`src/rtl/mic_ifu_pkg.sv`:
```
// mic_ifu_pkg: shared types and defaults for the MIC instruction-fetch unit.
package mic_ifu_pkg;

  typedef enum logic [1:0] {
    S_IDLE,
    S_RUN,
    S_FULL,
    S_END
  } ifu_state_t;

  localparam int unsigned IFU_DEFAULT_DEPTH = 4;
  localparam int unsigned IFU_PROG_BYTES    = 34;

  // Width of a counter that must hold values 0..depth inclusive.
  function automatic int unsigned cnt_width(input int unsigned depth);
    return $clog2(depth + 1);
  endfunction

endpackage

```
`src/rtl/mic_ifu_queue.sv`:
```
// mic_ifu_queue: DEPTH x 8 prefetch shift queue with push, pop1/pop2 and flush.
// Head is entry 0; pops shift the contents toward the head. An over-pop
// (more bytes requested than held) removes nothing and is reported.
module mic_ifu_queue
  import mic_ifu_pkg::*;
#(
  parameter int unsigned DEPTH = IFU_DEFAULT_DEPTH
) (
  input  logic                          clk,
  input  logic                          rst_n,
  input  logic                          push,
  input  logic [7:0]                    push_data,
  input  logic                          pop1,
  input  logic                          pop2,
  input  logic                          flush,
  output logic [cnt_width(DEPTH)-1:0]   count,
  output logic [cnt_width(DEPTH)-1:0]   count_next,
  output logic [cnt_width(DEPTH)-1:0]   taken,
  output logic [7:0]                    head0,
  output logic [7:0]                    head1,
  output logic                          over_pop
);

  localparam int unsigned CW = cnt_width(DEPTH);

  logic [7:0]    queue_q [DEPTH];
  logic [7:0]    queue_d [DEPTH];
  logic [CW-1:0] count_q;
  logic [CW-1:0] count_d;
  logic [CW-1:0] take_req;
  logic [CW-1:0] take_amt;
  logic [CW-1:0] wr_idx;
  logic          over;

  // Pop/shift/append: the new byte lands just behind what survives the pop.
  always_comb begin
    take_req = pop2 ? CW'(2) : (pop1 ? CW'(1) : '0);
    over     = take_req > count_q;
    take_amt = over ? '0 : take_req;
    wr_idx   = count_q - take_amt;
    queue_d  = queue_q;
    count_d  = count_q;
    if (flush) begin
      count_d = '0;
    end else begin
      for (int unsigned i = 0; i < DEPTH; i++) begin
        queue_d[i] = '0;
        // Shift selected by comparison so every array index stays constant.
        for (int unsigned j = 0; j < DEPTH; j++) begin
          if (j == i + 32'(take_amt)) queue_d[i] = queue_q[j];
        end
        if (push && (i == 32'(wr_idx))) queue_d[i] = push_data;
      end
      count_d = wr_idx + CW'(push);
    end
  end

  // Queue storage and occupancy registers.
  always_ff @(posedge clk or negedge rst_n) begin
    if (!rst_n) begin
      queue_q <= '{default: '0};
      count_q <= '0;
    end else begin
      queue_q <= queue_d;
      count_q <= count_d;
    end
  end

  // Status outputs seen by the fetch controller.
  always_comb begin
    count      = count_q;
    count_next = count_d;
    taken      = flush ? '0 : take_amt;
    head0      = queue_q[0];
    head1      = queue_q[1];
    over_pop   = over && !flush;
  end

endmodule

```
`src/rtl/mic_fetch_ctrl.sv`:
```
// mic_fetch_ctrl: Mic-2 style instruction-fetch unit. Sole master of the
// byte-wide fetch memory; keeps a prefetch queue and presents MBR1/MBR2.
// Optional statistics counters are built when IFU_STATS_EN is defined;
// otherwise fetch_count/stall_count are tied to zero.
module mic_fetch_ctrl
  import mic_ifu_pkg::*;
#(
  parameter int unsigned DEPTH     = IFU_DEFAULT_DEPTH,
  parameter int unsigned MEM_BYTES = IFU_PROG_BYTES
) (
  input  logic        clk_ifu,
  input  logic        reset_ifu_n,
  output logic [31:0] mem_pc,
  output logic        mem_fetch,
  input  logic [7:0]  mem_byte,
  input  logic        take1,
  input  logic        take2,
  input  logic        pc_load,
  input  logic [31:0] pc_new,
  output logic [7:0]  mbr1,
  output logic [15:0] mbr2,
  output logic        mbr1_valid,
  output logic        mbr2_valid,
  output logic [31:0] pc_head,
  output logic        eop,
  output logic        take_err,
  output logic [15:0] fetch_count,
  output logic [15:0] stall_count
);

  localparam int unsigned   CW      = cnt_width(DEPTH);
  localparam logic [CW-1:0] DEPTH_C = CW'(DEPTH);
  localparam logic [31:0]   END_PC  = 32'(MEM_BYTES);

  ifu_state_t    state_q;
  ifu_state_t    state_d;
  logic [31:0]   fetch_pc_q;
  logic [31:0]   fetch_pc_d;
  logic [31:0]   head_pc_q;
  logic [31:0]   head_pc_d;
  logic          take_err_q;
  logic          take_err_d;
  logic [CW-1:0] q_count;
  logic [CW-1:0] q_count_next;
  logic [CW-1:0] q_taken;
  logic [7:0]    q_head0;
  logic [7:0]    q_head1;
  logic          q_over;

  // A redirect flushes the queue, suppresses this cycle's fetch and masks takes.
  mic_ifu_queue #(
    .DEPTH (DEPTH)
  ) u_queue (
    .clk        (clk_ifu),
    .rst_n      (reset_ifu_n),
    .push       (mem_fetch),
    .push_data  (mem_byte),
    .pop1       (take1 & ~pc_load),
    .pop2       (take2 & ~pc_load),
    .flush      (pc_load),
    .count      (q_count),
    .count_next (q_count_next),
    .taken      (q_taken),
    .head0      (q_head0),
    .head1      (q_head1),
    .over_pop   (q_over)
  );

  // FSM state register.
  always_ff @(posedge clk_ifu or negedge reset_ifu_n) begin
    if (!reset_ifu_n) state_q <= S_IDLE;
    else              state_q <= state_d;
  end

  // Next state: redirect first, then end-of-program, then queue fullness.
  always_comb begin
    state_d = state_q;
    if (pc_load) begin
      state_d = (pc_new >= END_PC) ? S_END : S_RUN;
    end else if (fetch_pc_d >= END_PC) begin
      state_d = S_END;
    end else if (state_q != S_END) begin
      state_d = (q_count_next == DEPTH_C) ? S_FULL : S_RUN;
    end
  end

  // FSM and datapath outputs.
  always_comb begin
    mem_fetch  = (state_q == S_RUN) && (q_count < DEPTH_C) &&
                 (fetch_pc_q < END_PC) && !pc_load;
    mem_pc     = fetch_pc_q;
    mbr1       = q_head0;
    mbr2       = {q_head0, q_head1};
    mbr1_valid = (q_count != '0);
    mbr2_valid = (q_count >= CW'(2));
    pc_head    = head_pc_q;
    eop        = (fetch_pc_q >= END_PC) && (q_count == '0);
    take_err   = take_err_q;
  end

  // PC and error next-values; redirect overrides fetch and consume.
  always_comb begin
    fetch_pc_d = pc_load ? pc_new : fetch_pc_q + 32'(mem_fetch);
    head_pc_d  = pc_load ? pc_new : head_pc_q + 32'(q_taken);
    take_err_d = take_err_q | q_over;
  end

  // PC registers and sticky over-take flag.
  always_ff @(posedge clk_ifu or negedge reset_ifu_n) begin
    if (!reset_ifu_n) begin
      fetch_pc_q <= '0;
      head_pc_q  <= '0;
      take_err_q <= 1'b0;
    end else begin
      fetch_pc_q <= fetch_pc_d;
      head_pc_q  <= head_pc_d;
      take_err_q <= take_err_d;
    end
  end

`ifdef IFU_STATS_EN
  logic [15:0] fetch_count_q;
  logic [15:0] fetch_count_d;
  logic [15:0] stall_count_q;
  logic [15:0] stall_count_d;

  // Saturating fetch and full-stall event counters.
  always_comb begin
    fetch_count_d = fetch_count_q;
    stall_count_d = stall_count_q;
    if (mem_fetch && (fetch_count_q != '1))         fetch_count_d = fetch_count_q + 16'd1;
    if ((state_q == S_FULL) && (stall_count_q != '1)) stall_count_d = stall_count_q + 16'd1;
  end

  // Statistics registers.
  always_ff @(posedge clk_ifu or negedge reset_ifu_n) begin
    if (!reset_ifu_n) begin
      fetch_count_q <= '0;
      stall_count_q <= '0;
    end else begin
      fetch_count_q <= fetch_count_d;
      stall_count_q <= stall_count_d;
    end
  end

  assign fetch_count = fetch_count_q;
  assign stall_count = stall_count_q;
`else
  assign fetch_count = '0;
  assign stall_count = '0;
`endif

endmodule

```
`config.mk`:
```
export PLATFORM = sky130hd
export DESIGN_NAME = mic_fetch_ctrl
export DESIGN_NICKNAME = d
export VERILOG_FILES = /design/src/rtl/mic_ifu_pkg.sv /design/src/rtl/mic_ifu_queue.sv /design/src/rtl/mic_fetch_ctrl.sv
export SDC_FILE = /design/constraint.sdc
export NUM_CORES = 1
export LEC_CHECK = 0
export BUFFER_PORTS_ARGS = -buffer_cell sky130_fd_sc_hd__buf_2
export CORE_MARGIN = 2
export CORE_UTILIZATION = 55
export DETAILED_ROUTE_END_ITERATION = 8
export PLACE_DENSITY = 0.91
export SLEW_MARGIN = 20
export SYNTH_ARGS = -nofsm -noshare
export SYNTH_HDL_FRONTEND = slang
export SYNTH_SLANG_ARGS = --single-unit
```
`constraint.sdc`:
```
create_clock -name clk_ifu -period 5 [get_ports clk_ifu]
set_clock_uncertainty 0.05 [all_clocks]
set_input_delay 0.75 -clock clk_ifu [delete_from_list [all_inputs] [get_ports clk_ifu]]
set_output_delay 0.75 -clock clk_ifu [all_outputs]
set_load 0.01 [all_outputs]
```
Word level (Yosys, flattened, before mapping):

Cells that the tools add are included.

* $add $sub $neg: 7
* $lt $le $gt $ge: 7
* equal/unequal tests: 22
* mux-type cells: 32
* bitwise logic cells: 4
* reductions and logical operators: 22

Operators with widths (count)
* equality test 2 x 32 -> 1 bit (first input constant): 6
* two-way mux 8 bit: 20
* logical NOT 32 bit: 4
* equality test 1 x 32 -> 1 bit (first input constant): 3
* greater-or-equal comparator 32 x 6 -> 1 bit (second input constant): 3
* two-way mux 32 bit: 2
* adder 32 x 1 -> 32 bit: 1
* adder 32 x 3 -> 32 bit: 1
* less-than comparator 32 x 6 -> 1 bit (second input constant): 1
* equality test 2 x 3 -> 1 bit (first input constant): 4
* two-way mux 3 bit: 4
* two-way mux 2 bit: 5
* logical AND 1 bit: 9
* adder 2 x 3 -> 4 bit (first input constant): 2
* AND reduction 2 bit: 4
* equality test 1 x 3 -> 1 bit (first input constant): 2
* logical NOT 3 bit: 2
* nonzero test 3 bit: 2
* inequality test 5 bit (second input constant): 1
* adder 1 x 3 -> 4 bit (first input constant): 1
* inequality test 2 bit (second input constant): 2
* inequality test 4 bit (second input constant): 1
* adder 3 x 1 -> 3 bit: 1
* equality test 3 bit (second input constant): 1
* 11 further kinds: 12

* flip-flop bits (word level): 102
* bits of input ports: 45
* word-level logic and storage cells: 103

Longest topological paths before layout:

* depth in word-level cells: 14
* depth in mapped cells: 20

By module:

A second synthesis with hierarchy kept.

* cells, all modules: 785
* area total of the unflattened synthesis: 7213.2 µm²

Modules (own cells, without submodules)
* mic_fetch_ctrl: times used 1, cells an instance 471, area each 4372.9 µm², seq. area each 1676.6 µm²
* mic_ifu_queue: times used 1, cells an instance 314, area each 2840.2 µm², seq. area each 875.8 µm²

Worst setup path after synthesis:

Ideal clock, no wire load.

* path kind: input to register
* start: in pc_load
* end: reg head_pc_q[28], in the netlist pc_head[28]
* setup time: 0.125 ns
* data arrival time: 4.283 ns
* required time: 4.825 ns
* path slack: 0.542 ns
* cell stages on the path: 19
* cells stage by stage: clkbuf_1 clkbuf_1 nor2_1 nand2_1 ha_1 nor2b_1 o21ai_0 nor2b_1 ha_1 inv_1 fa_1 and3b_1 and4_1 clkbuf_1 nand2_1 nor2_1 nand3_1 xnor2_1 mux2_2

* word-level cells in the longest chain between the ends: 9

Ends and longest elaborated chain
* start: declaration: line mic_fetch_ctrl.sv:18 `input logic pc_load,`
* NOT 1 bit (no source line)
* bitwise AND 1 bit: line mic_fetch_ctrl.sv:58 `.pop1 (take1 & ~pc_load),`
* two-way mux 1 bit: line mic_ifu_queue.sv:37 `take_req = pop2 ? CW'(2) : (pop1 ? CW'(1) : '0);`
* two-way mux 3 bit: line mic_ifu_queue.sv:37
* greater-than comparator 3 bit: line mic_ifu_queue.sv:38 `over = take_req > count_q;`
* two-way mux 3 bit: line mic_ifu_queue.sv:39 `take_amt = over ? '0 : take_req;`
* two-way mux 3 bit: line mic_ifu_queue.sv:73 `taken = flush ? '0 : take_amt;`
* adder 32 x 3 -> 32 bit: line mic_fetch_ctrl.sv:104 `head_pc_d = pc_load ? pc_new : head_pc_q + 32'(q_taken);`
* two-way mux 32 bit *: line mic_fetch_ctrl.sv:104
* via head_pc_d[28]: line mic_fetch_ctrl.sv:40 `logic [31:0] head_pc_d;`
* end signal: assignment: line mic_fetch_ctrl.sv:116 `head_pc_q <= head_pc_d;`
* end: declaration: line mic_fetch_ctrl.sv:39 `logic [31:0] head_pc_q;`

The timed path passes the listed nets; every way through them passes the cells marked *.
A chain may end at the register's enable or synchronous reset.

Worst setup path after layout:

* start: reg fetch_pc_q[11], in the netlist mem_pc[11]
* end: reg state_q[0]

* word-level cells in the longest chain between the ends: 10

Ends and longest elaborated chain
* start: declaration: line mic_fetch_ctrl.sv:37 `logic [31:0] fetch_pc_q;`
* start signal: assignment: line mic_fetch_ctrl.sv:115 `fetch_pc_q <= fetch_pc_d;`
* parallel branches: the longest is 10 deep, another holds less-than comparator 32 x 6 -> 1 bit
* end signal: assignment: line mic_fetch_ctrl.sv:72 `else state_q <= state_d;`
* end: declaration: line mic_fetch_ctrl.sv:35 `ifu_state_t state_q;`

Several ways; the timed one is not identified. The select of a mux whose other input is x is not followed.

==> results.cfg <==
[global_routing]
grt_max_degree = 60
antenna_found_initial = 0
grt_pass1_wl_um = 31100
grt_pass1_vias = 5955
grt_util_all_layers = 0.276
grt-ovfl-total = 0

[clocking]
clkSlewWorstSetupHoldPaths_ns = 0.08
postCtsHoldBufs = 0
clockBufferDepth = 2
cts_root_buffer = clkbuf_16
cts_setup_buffers = 0
clkLatencyLatePin_ns = 0.36
post_cts_resize_count = 0
numCtsBuffers = 9
clkSinkCount = 102
cts_tree = yes
cts.htree.levels = 3

[synthesis]
synth_area_um2 = 7120
synth_top_family_by_area = simple AND/OR/NAND/NOR gates
syn-mean-instance-area_um2 = 8.60
muxShareOfSynthArea = 0.0638
netlist-cell-type-count = 60
synthArstFlopShare = 1.00
synth_xor_area_frac = 0.0677
ys_seq_area_frac = 0.359
synth_compound_area_frac = 0.159
synth_flop_cell = dfrtp_1
ys_seq_elements = 102
synth_fa_ha_area_frac = 0.0355
yosysWarningCount = 0
synth_cells = 828
synth-edff-count = 0
synth-simple-area-share = 0.218

[power]
power_frac_seq = 0.451
peakVddDrop_v = 0.000219
p_per_area_nw_per_um2 = 325
comb_power_share = 0.276
p_int_mw = 1.62
p_total_mw = 2.58
power_frac_clock = 0.273
switchingPower_uw = 958
p_leak_nw = 3.49
switching_share = 0.372

[die]
dieArea_um2 = 13900
core_um2 = 12600
initial_core_util = 0.564
die_w_um = 118
pin_count = 170
die_y_um = 118
rows = 41

[cells_and_area]
n_fill_cell = 1056
final_core_util = 0.628
seq_area_um2 = 2550
final_cells = 1098
layout-drive-gt1-share = 0.226
nets = 985
final_common_cell = buf_2
area_growth_pct = 11.4
multi_input_area_um2 = 3990
layout_common_cells = buf_2, dfrtp_1, nor2_1, a21oi_1, nand2_1
antenna_cells = 0

[worst_setup_path]
critPathKind = reg2reg
worstPathRequired_ns = 5.20
arrival_ns = 4.67
worst_setup_path_start_kind = register
reg2reg_depth = 12
crit_path_end_kind = register
r2r_slack_ns = 0.52
worst-path-max-fanout = 9

[timing]
period_minus_slack_ns = 4.48
drv_slew = 0
tns_ns = 0
tightest_slew_ns = 1.03
rsz0062_at_grt = no
slew_headroom = 0.309
period_share = 0.895
fmax_ghz = 0.223
hold_viol = 0
final-setup-viol-count = 0

[routing]
first_iter_violations = 752
wirelength_um = 19400
route.detailed.drc = 0
wire_per_inst_um = 17.7
ant_nets = 0
dr_total_vias = 6602
via_per_inst = 6.01
first_pass_iters = 5

[worst_hold_path]
hold_class = in2async

[place]
dp_hpwl_um = 14000
io_buffers = 137
gp_congestion = 1.01
dp_cells = 1082

[status]
status = finished, final reports clean

[flow_run]
cap_violations = 0
-- area by class of cell --
cell class / instances / area share
Sequential cell: 102 / 0.322
Inverter: 22 / 0.0104
Tap cell: 172 / 0.0271
Clock buffer: 11 / 0.0319
Clock inverter: 5 / 0.00505
Multi-Input combinational cell: 635 / 0.504
Timing Repair Buffer: 151 / 0.100
-- metrics by stage --
stage          area, µm²  hold slack (ns)  worst slack, ns
2_1_floorplan       7230            0.404            0.542
3_3_place_gp        7640            0.437            0.550
3_5_place_dp        7640            0.417            0.381
4_1_cts             7930            0.357            0.662
5_1_grt             7930            0.390            0.280
6_report            7930            0.342            0.525
-- power by group through the flow --
stage	registers, mW	clock network, mW	logic (mW)
floorplan	1.13	0	0.556
global placement	1.16	0	0.686
detailed placement	1.17	0	0.705
CTS	1.15	0.706	0.710
global route	1.18	0.744	0.778
finish	1.16	0.704	0.712
-- synth_stat cells (all sizes together), types with 17 or more instances --
library cell  instances  area share
a22oi                33       0.035
nand3                25       0.019
buf                  73       0.071
nand2                70       0.037
o21ai                44       0.031
dfrtp               102        0.36
clkbuf               27       0.014
mux2i                18       0.025
inv                  22       0.012
xor2                 24       0.030
nand4                29       0.028
a21oi                80       0.056
nor2                 93       0.049
mux2                 24       0.038
nor4                 21       0.024
xnor2                31       0.038
ha                   17       0.030
-- state kept, by name (all words and copies together), names as in the netlist --
name / cells
mem_pc: 32
u_queue.head1: 8
state_q: 2
u_queue.head0: 8
pc_head: 32
u_queue.queue_q: 16
u_queue.count: 3
take_err: 1
-- final timing paths --
| check | start | to |
|---|---|---|
| max | mem_pc[11] | state_q[0] |
| min | reset_ifu_n | pc_head[6] |
| max reg2reg | mem_pc[11] | state_q[0] |
| min reg2reg | take_err | take_err |
| max in group asynchronous | reset_ifu_n | u_queue.head1[2] |
| min in group clk_ifu | take_err | take_err |
-- layer usage --
| metal | vias up | wire, µm | track usage |
|---|---|---|---|
| li1 | 3033 | - | - |
| met1 | 3166 | 8350 | 0.383 |
| met2 | 358 | 8970 | 0.435 |
| met3 | 45 | 1620 | 0.0422 |
| met4 | 0 | 468 | 0.106 |
| met5 | - | 0 | 0 |
-- logic make-up (layout without fill, tap and decap cells) --
kind of cell / after synthesis / after routing
and+or+nand+nor: 300 / 300
xor gates and xnor gates: 55 / 55
DFF: 102 / 102
buffers and inverters: 122 / 189
adders and majority gates: 19 / 19
other: 1 / 32
muxes: 42 / 42
AOI/OAI and AO/OA: 187 / 187
-- critical path: stages, from the launching register on --
cell and delay (ns):
dfrtp_1 0.51, nor4_1 0.40, nand4_1 0.32, nor4_4 0.47
ha_1 0.31, nand4_1 0.26, nor4_1 0.59, nand4_1 0.22
mux2_2 0.29, o22ai_1 0.09, nor4_1 0.38, nand4b_1 0.19
or2_1 0.26
No activity file was read; power rests on OpenSTA's default activity.
